===== config.mk =====
export PLATFORM = sky130hd
export DESIGN_NAME = piso_shift_reg
export DESIGN_NICKNAME = d
export VERILOG_FILES = /design/src/rtl/piso_shift_reg_pkg.sv /design/src/rtl/piso_shift_reg.sv
export SDC_FILE = /design/constraint.sdc
export NUM_CORES = 1
export LEC_CHECK = 0
export ABC_AREA = 1
export BUFFER_PORTS_ARGS = -buffer_cell sky130_fd_sc_hd__buf_2
export CAP_MARGIN = 20
export CELL_PAD_IN_SITES_DETAIL_PLACEMENT = 0
export CELL_PAD_IN_SITES_GLOBAL_PLACEMENT = 2
export CORE_ASPECT_RATIO = 1.2
export CORE_MARGIN = 2
export CORE_UTILIZATION = 36
export DETAILED_ROUTE_END_ITERATION = 16
export HOLD_SLACK_MARGIN = 0.03
export PLACE_DENSITY_LB_ADDON = 0.1
export SKIP_CTS_REPAIR_TIMING = 1
export SYNTH_ARGS = -nofsm -noshare
export SYNTH_HDL_FRONTEND = slang
export SYNTH_SLANG_ARGS = --single-unit

===== constraint.sdc =====
create_clock -name clk -period 5.05 [get_ports clk]
set_input_delay 0.505 -clock clk [delete_from_list [all_inputs] [get_ports clk]]
set_output_delay 0.505 -clock clk [all_outputs]
set_load 0.01 [all_outputs]

===== src/rtl/piso_shift_reg_pkg.sv =====
// Shared definitions for the PISO transmitter and its SIPO counterpart:
// the frame state encoding, the common default word width and a count-width helper.
package piso_shift_reg_pkg;

  typedef enum logic {
    IDLE  = 1'b0,
    SHIFT = 1'b1
  } state_t;

  localparam int DEFAULT_WIDTH = 4;

  // Bits needed to count 0..value-1; evaluated at elaboration time.
  function automatic int clog2(input int value);
    int bits;
    bits = 0;
    for (int i = 0; i < 32; i++) begin
      if ((1 << i) < value) bits = i + 1;
    end
    return bits;
  endfunction

endpackage


===== src/rtl/piso_shift_reg.sv =====
// Parallel-in serial-out shifter: a valid/ready handshake loads a word, which is
// then sent one bit per clock with so_valid framing and so_last marking the final bit.
module piso_shift_reg
  import piso_shift_reg_pkg::*;
#(
  parameter int WIDTH     = DEFAULT_WIDTH,
  parameter bit LSB_FIRST = 1'b1
) (
  input  logic             clk,
  input  logic             rst_n,
  input  logic [WIDTH-1:0] pi,
  input  logic             pi_valid,
  output logic             pi_ready,
  output logic             so,
  output logic             so_valid,
  output logic             so_last
);

  localparam int CNT_W = clog2(WIDTH);
  localparam logic [CNT_W-1:0] LAST_CNT = CNT_W'(WIDTH - 1);

  state_t           state, state_n;
  logic [CNT_W-1:0] cnt, cnt_n;
  logic [WIDTH-1:0] sreg, sreg_n;
  logic             ready_en;
  logic             at_last;
  logic             load;
  logic             so_n, so_valid_n, so_last_n;

  function automatic logic end_bit(input logic [WIDTH-1:0] word);
    return LSB_FIRST ? word[0] : word[WIDTH-1];
  endfunction

  function automatic logic [WIDTH-1:0] shift_word(input logic [WIDTH-1:0] word);
    return LSB_FIRST ? {1'b0, word[WIDTH-1:1]} : {word[WIDTH-2:0], 1'b0};
  endfunction

  // ready_en holds pi_ready low through reset and for the first edge after it.
  assign at_last  = (state == SHIFT) && (cnt == LAST_CNT);
  assign pi_ready = ready_en && ((state == IDLE) || at_last);
  assign load     = pi_valid && pi_ready;

  always_comb begin
    state_n = state;
    cnt_n   = cnt;
    sreg_n  = sreg;
    if (load) begin
      state_n = SHIFT;
      cnt_n   = '0;
      sreg_n  = pi;
    end else if (state == SHIFT) begin
      if (at_last) begin
        state_n = IDLE;
      end else begin
        cnt_n  = cnt + CNT_W'(1);
        sreg_n = shift_word(sreg);
      end
    end
    // Serial outputs are computed from next-state values so they can be registered.
    so_valid_n = (state_n == SHIFT);
    so_n       = so_valid_n && end_bit(sreg_n);
    so_last_n  = so_valid_n && (cnt_n == LAST_CNT);
  end

  always_ff @(posedge clk or negedge rst_n) begin
    if (!rst_n) begin
      state    <= IDLE;
      cnt      <= '0;
      ready_en <= 1'b0;
      so       <= 1'b0;
      so_valid <= 1'b0;
      so_last  <= 1'b0;
    end else begin
      state    <= state_n;
      cnt      <= cnt_n;
      ready_en <= 1'b1;
      so       <= so_n;
      so_valid <= so_valid_n;
      so_last  <= so_last_n;
    end
  end

  // Payload register carries no reset; outputs are gated by state instead.
  always_ff @(posedge clk) begin
    sreg <= sreg_n;
  end

endmodule


== After elaboration in Yosys (flattened, before gate mapping) ==
Index checks and enable logic that the tools add are counted.
Storage, ports and cells
  input port bits: 7
  logic and storage cells: 29
  flip-flop bits (word level): 40
Operators by class
  reductions and logical operators: 8
  add/sub/neg operators: 1
  bitwise logic cells: 1
  muxes and demuxes: 9
  eq/ne operators: 3
Operators with widths (count)
  $mux 32: 3
  $eq 32x2->1 const B: 2
  $add 32x1->32 const B: 1
  $mux 4: 3
  $logic_and 1x1->1: 5
  $mux 1: 3
  $ne 2x1->1 const B: 1
  $reduce_and 2->1: 1
  $reduce_bool 2->1: 1
  $logic_or 1x1->1: 1
  $not 1->1: 1

== Longest topological paths before layout ==
  word-level depth: 8
  mapped depth: 16
  mapped depth without buffers: 16

== Worst setup path before layout ==
No wires, ideal clock.
  kind: reg-to-reg
  start point: reg cnt[0]
  end point: reg sreg[1], enable pin
  stages on the path, launching flop included: 10
  slack: 2.998 ns
  setup time: 0.302 ns
  path buffers: 2
  clock period less this slack: 2.052 ns
  data required time: 4.748 ns
  arrival: 1.749 ns
  cells stage by stage: dfrtp_1 -> ha_1 -> nand2_1 -> nor2_2 -> nand2_2 -> o21ai_4 -> nand3_4 -> buf_4 -> buf_2 -> nand2_1
On the way
  cells in the longest elaborated chain, start to end: 7
Ends and longest elaborated chain
  start: declaration: line piso_shift_reg.sv:23  | logic [CNT_W-1:0] cnt, cnt_n;
  start signal: assignment: line piso_shift_reg.sv:75  | cnt <= cnt_n;
  $eq 32x2->1 (*): line piso_shift_reg.sv:39  | assign at_last = (state == SHIFT) && (cnt == LAST_CNT);
  $logic_and 1x1->1 (*): line piso_shift_reg.sv:39
  $logic_or 1x1->1: line piso_shift_reg.sv:40  | assign pi_ready = ready_en && ((state == IDLE) || at_last);
  $logic_and 1x1->1: line piso_shift_reg.sv:40
  $logic_and 1x1->1: line piso_shift_reg.sv:41  | assign load = pi_valid && pi_ready;
  $ne 2x1->1 (no source line) / $reduce_bool 2->1 (equally long branches)
  $reduce_and 2->1 (no source line) (*)
  end signal: assignment: line piso_shift_reg.sv:85  | sreg <= sreg_n;
  end: declaration: line piso_shift_reg.sv:24  | logic [WIDTH-1:0] sreg, sreg_n;
Mark *: on every way between the ends. The rest lies on a longest branch, timed or not.
A chain may end at the register's enable or synchronous reset.

== Final worst setup path ==
  start point: reg cnt[0]
  end point: reg so_last
On the way
  cells in the longest elaborated chain, start to end: 8
Ends and longest elaborated chain
  parallel branches: the longest is 7 deep, another holds $add 32x1->32
  $logic_and 1x1->1 (*): line piso_shift_reg.sv:62  | so_last_n = so_valid_n && (cnt_n == LAST_CNT);
  named net so_last_n: line piso_shift_reg.sv:28  | logic so_n, so_valid_n, so_last_n;
  end signal: assignment: line piso_shift_reg.sv:79  | so_last <= so_last_n;
  end: declaration: line piso_shift_reg.sv:16  | output logic so_last
Mark *: on every way through the listed nets, which the timed path passes.

==> flow_metrics.tcl <==
set metrics [dict create \
    wirelength_mm 8.217 \
    grt_max_degree 49 \
    core_area_um2 8018 \
    finalCriticalPeriod_ns 2.704 \
    cts_made_buffers 5 \
    arrival_ns 2.93 \
    relSlewSlack_pct 40.38 \
    die_w_um 86.27 \
    antenna_left 0 \
    p_leak_uw 0.001631 \
    drive_gt1_share_pct 7.216 \
    grtUsageTotal_pct 20.46 \
    synth-seq-area-share_pct 34.57 \
    max_stage_delay_ns 0.48 \
    finalHoldViolCount 0 \
    antenna_found_initial 0 \
    grt_pass1_wl_mm 13.88 \
    tritoncts "done" \
    yosys_warnings 0 \
    path_buf_inv 0 \
    initial_core_util_pct 36.47 \
    via_per_inst 4.681 \
    cts_root_buf "clkbuf_8" \
    htree_levels 2 \
    hpwlAfterDp_mm 6.286 \
    clock-sinks 40 \
    drt-wirelength-per-cell_um 14.17 \
    ir_drop_v 0.0001904 \
    intPower_uw 848.9 \
    slowest_stage "nand3_4" \
    worst_setup_path_start_kind "register" \
    fin_skew_ns 0.008980 \
    drt-initial-drc-count 111 \
    synth_flop_cell "dfrtp_1" \
    p_seq_share_pct 40.1 \
    antenna_cells 0 \
    synthCells 476 \
    clkTransAtPathRegs_ns 0.08 \
    grt_setup_unrepaired "no" \
    synth_edf_count 3 \
    ys_types 29 \
    synth-async-reset-ratio_pct 90.00 \
    maxCapViolations 0 \
    syn_nets 484 \
    cp_top_family "simple AND/OR/NAND/NOR gates" \
    status "finished, final reports clean" \
    via_count 2715 \
    final_max_slew_viol_count 0 \
    die_h_um 102.7 \
    tns_ns 0 \
    setup_slack_ns 2.346 \
    gp_congestion 0.8639 \
    worst_slew_pin_slew_ns 0.8942 \
    io_buffers 10 \
    drtPass1Iterations 4 \
    dieArea_um2 8862 \
    grt_pass1_vias 2789 \
    pwr-share-comb_pct 47.0 \
    overflow 0 \
    ys_seq_elements 40 \
    swShare_pct 48.66 \
    clock.fmax_mhz 369.8 \
    period_share_pct 53.55 \
    p_sw_uw 804.5 \
    cp_max_fo 41 \
    clk_latency_ns 0.30 \
    fin_nets 492 \
    worstSetupEndpointType "register" \
    synth_area_um2 2924 \
    setup-violations-final 0 \
    clockBufferDepth 2 \
    criticalPathCategory "register to register" \
    pre_cts_ws_ns 2.321 \
    crit_top_cell "nand3_1" \
    avgSynthCellArea_um2 6.143 \
    power.density_nw_per_um2 528.6 \
    drc 0 \
    row_count 36 \
    cp.required_ns 5.28 \
    hold_path_class "input pin to async pin" \
    place_inst 572 \
    area_growth_pct 6.975 \
    io_pins 11 \
    p_clk_share_pct 12.8 \
    final_cells 580 \
    crit_chain "ha_1 > nand2_1 > nor2_2 > nand2_2 > o21ai_4 > nand3_4 > nand3_1 > nand3_1 > nor2_1 > nand3_1 > nor2_2" \
]
-- path summary, 6_finish.rpt --
kind	from	to	slack [ns]	cells after the start
worst max-delay path	cnt[0]	so_last	2.35	11
worst min-delay path	rst_n	cnt[3]	0.34	1
worst max register to register	cnt[0]	so_last	2.35	11
worst min register to register	sreg[3]	sreg[2]	0.55	1
max in group asynchronous	rst_n	cnt[19]	4.16	1
min in group clk	pi[0]	sreg[0]	0.47	3
-- final cells by class --
| class | instances | area (µm²) |
|---|---|---|
| Tap cell | 95 | 118.9 |
| Clock buffer | 6 | 72.57 |
| Multi-Input combinational cell | 357 | 1597 |
| Fill cell | 915 | 4890 |
| Inverter | 69 | 259.0 |
| Sequential cell | 40 | 1011 |
| Timing Repair Buffer | 11 | 57.56 |
| Clock inverter | 2 | 12.51 |
-- routing by layer --
metal / routed length [µm] / up-vias / GRT usage (%)
met2: 4131 / 26 / 37.63
met4: 162 / 0 / 5.769
li1: - / 1448 / -
met1: 3762 / 1229 / 25.38
met3: 161 / 12 / 2.162
met5: 0 / - / 0
-- kinds of logic after synthesis --
family / count (synthesis) / synth area share (%)
and+or+nand+nor: 318 / 45.10
buffers and inverters: 79 / 10.83
DFF: 40 / 34.57
AOI/OAI and AO/OA: 23 / 4.750
xor gates and xnor gates: 14 / 4.193
adders and majority gates: 1 / 0.4278
other: 1 / 0.1282
-- synth_stat cells (2+ instances only) --
library cell | count | area share [%]
inv_1 | 67 | 8.6
nor2_2 | 4 | 0.86
nor2_1 | 87 | 11
edfxtp_1 | 3 | 3.1
clkinv_1 | 2 | 0.26
xnor2_1 | 8 | 2.4
dfrtp_1 | 36 | 31
xor2_1 | 6 | 1.8
nand3_2 | 8 | 2.7
buf_1 | 4 | 0.51
nand3_1 | 31 | 5.3
o21ai_1 | 2 | 0.34
buf_6 | 2 | 0.77
o21ai_0 | 4 | 0.68
a21oi_1 | 13 | 2.2
clkbuf_1 | 2 | 0.26
a32o_1 | 2 | 0.68
nand2_1 | 184 | 24
-- through the flow --
step / util [%] / total power [µW] / cell area [µm²] / hold WS (ns)
5_1_grt: 39.01 / 1853 / 3128 / 0.3943
3_5_place_dp: 37.95 / 1454 / 3043 / 0.5327
6_report: 39.01 / 1653 / 3128 / 0.3370
3_3_place_gp: 37.95 / 1461 / 3043 / 0.5225
4_1_cts: 39.01 / 1680 / 3128 / 0.3681
2_1_floorplan: - / 1243 / 2924 / 0.2094
-- power by group through the flow --
stage	combinational, µW	clock (µW)	sequential, µW
finish	778	212	663
global route	926	234	692
CTS	790	226	665
detailed placement	784	0	671
global placement	791	0	670
floorplan	628	0	615
-- placed cells by master, fill, tap and decap left out, drive strengths merged --
master / instances
clkbuf: 6
or2: 1
conb: 1
nand2: 185
dfxtp: 1
edfxtp: 3
a32o: 2
ha: 1
dfrtp: 36
nor2: 92
a21boi: 1
nand3: 40
xnor2: 8
inv: 67
o21ai: 7
clkinv: 3
buf: 11
a21oi: 13
clkinvlp: 1
xor2: 6
-- state kept, by name, summed over array words and instances, names as in the netlist --
| name | cells |
|---|---|
| cnt | 32 |
| ready_en | 1 |
| so | 1 |
| so_last | 1 |
| sreg | 4 |
| state | 1 |
Power figures use the tool's default switching activity.
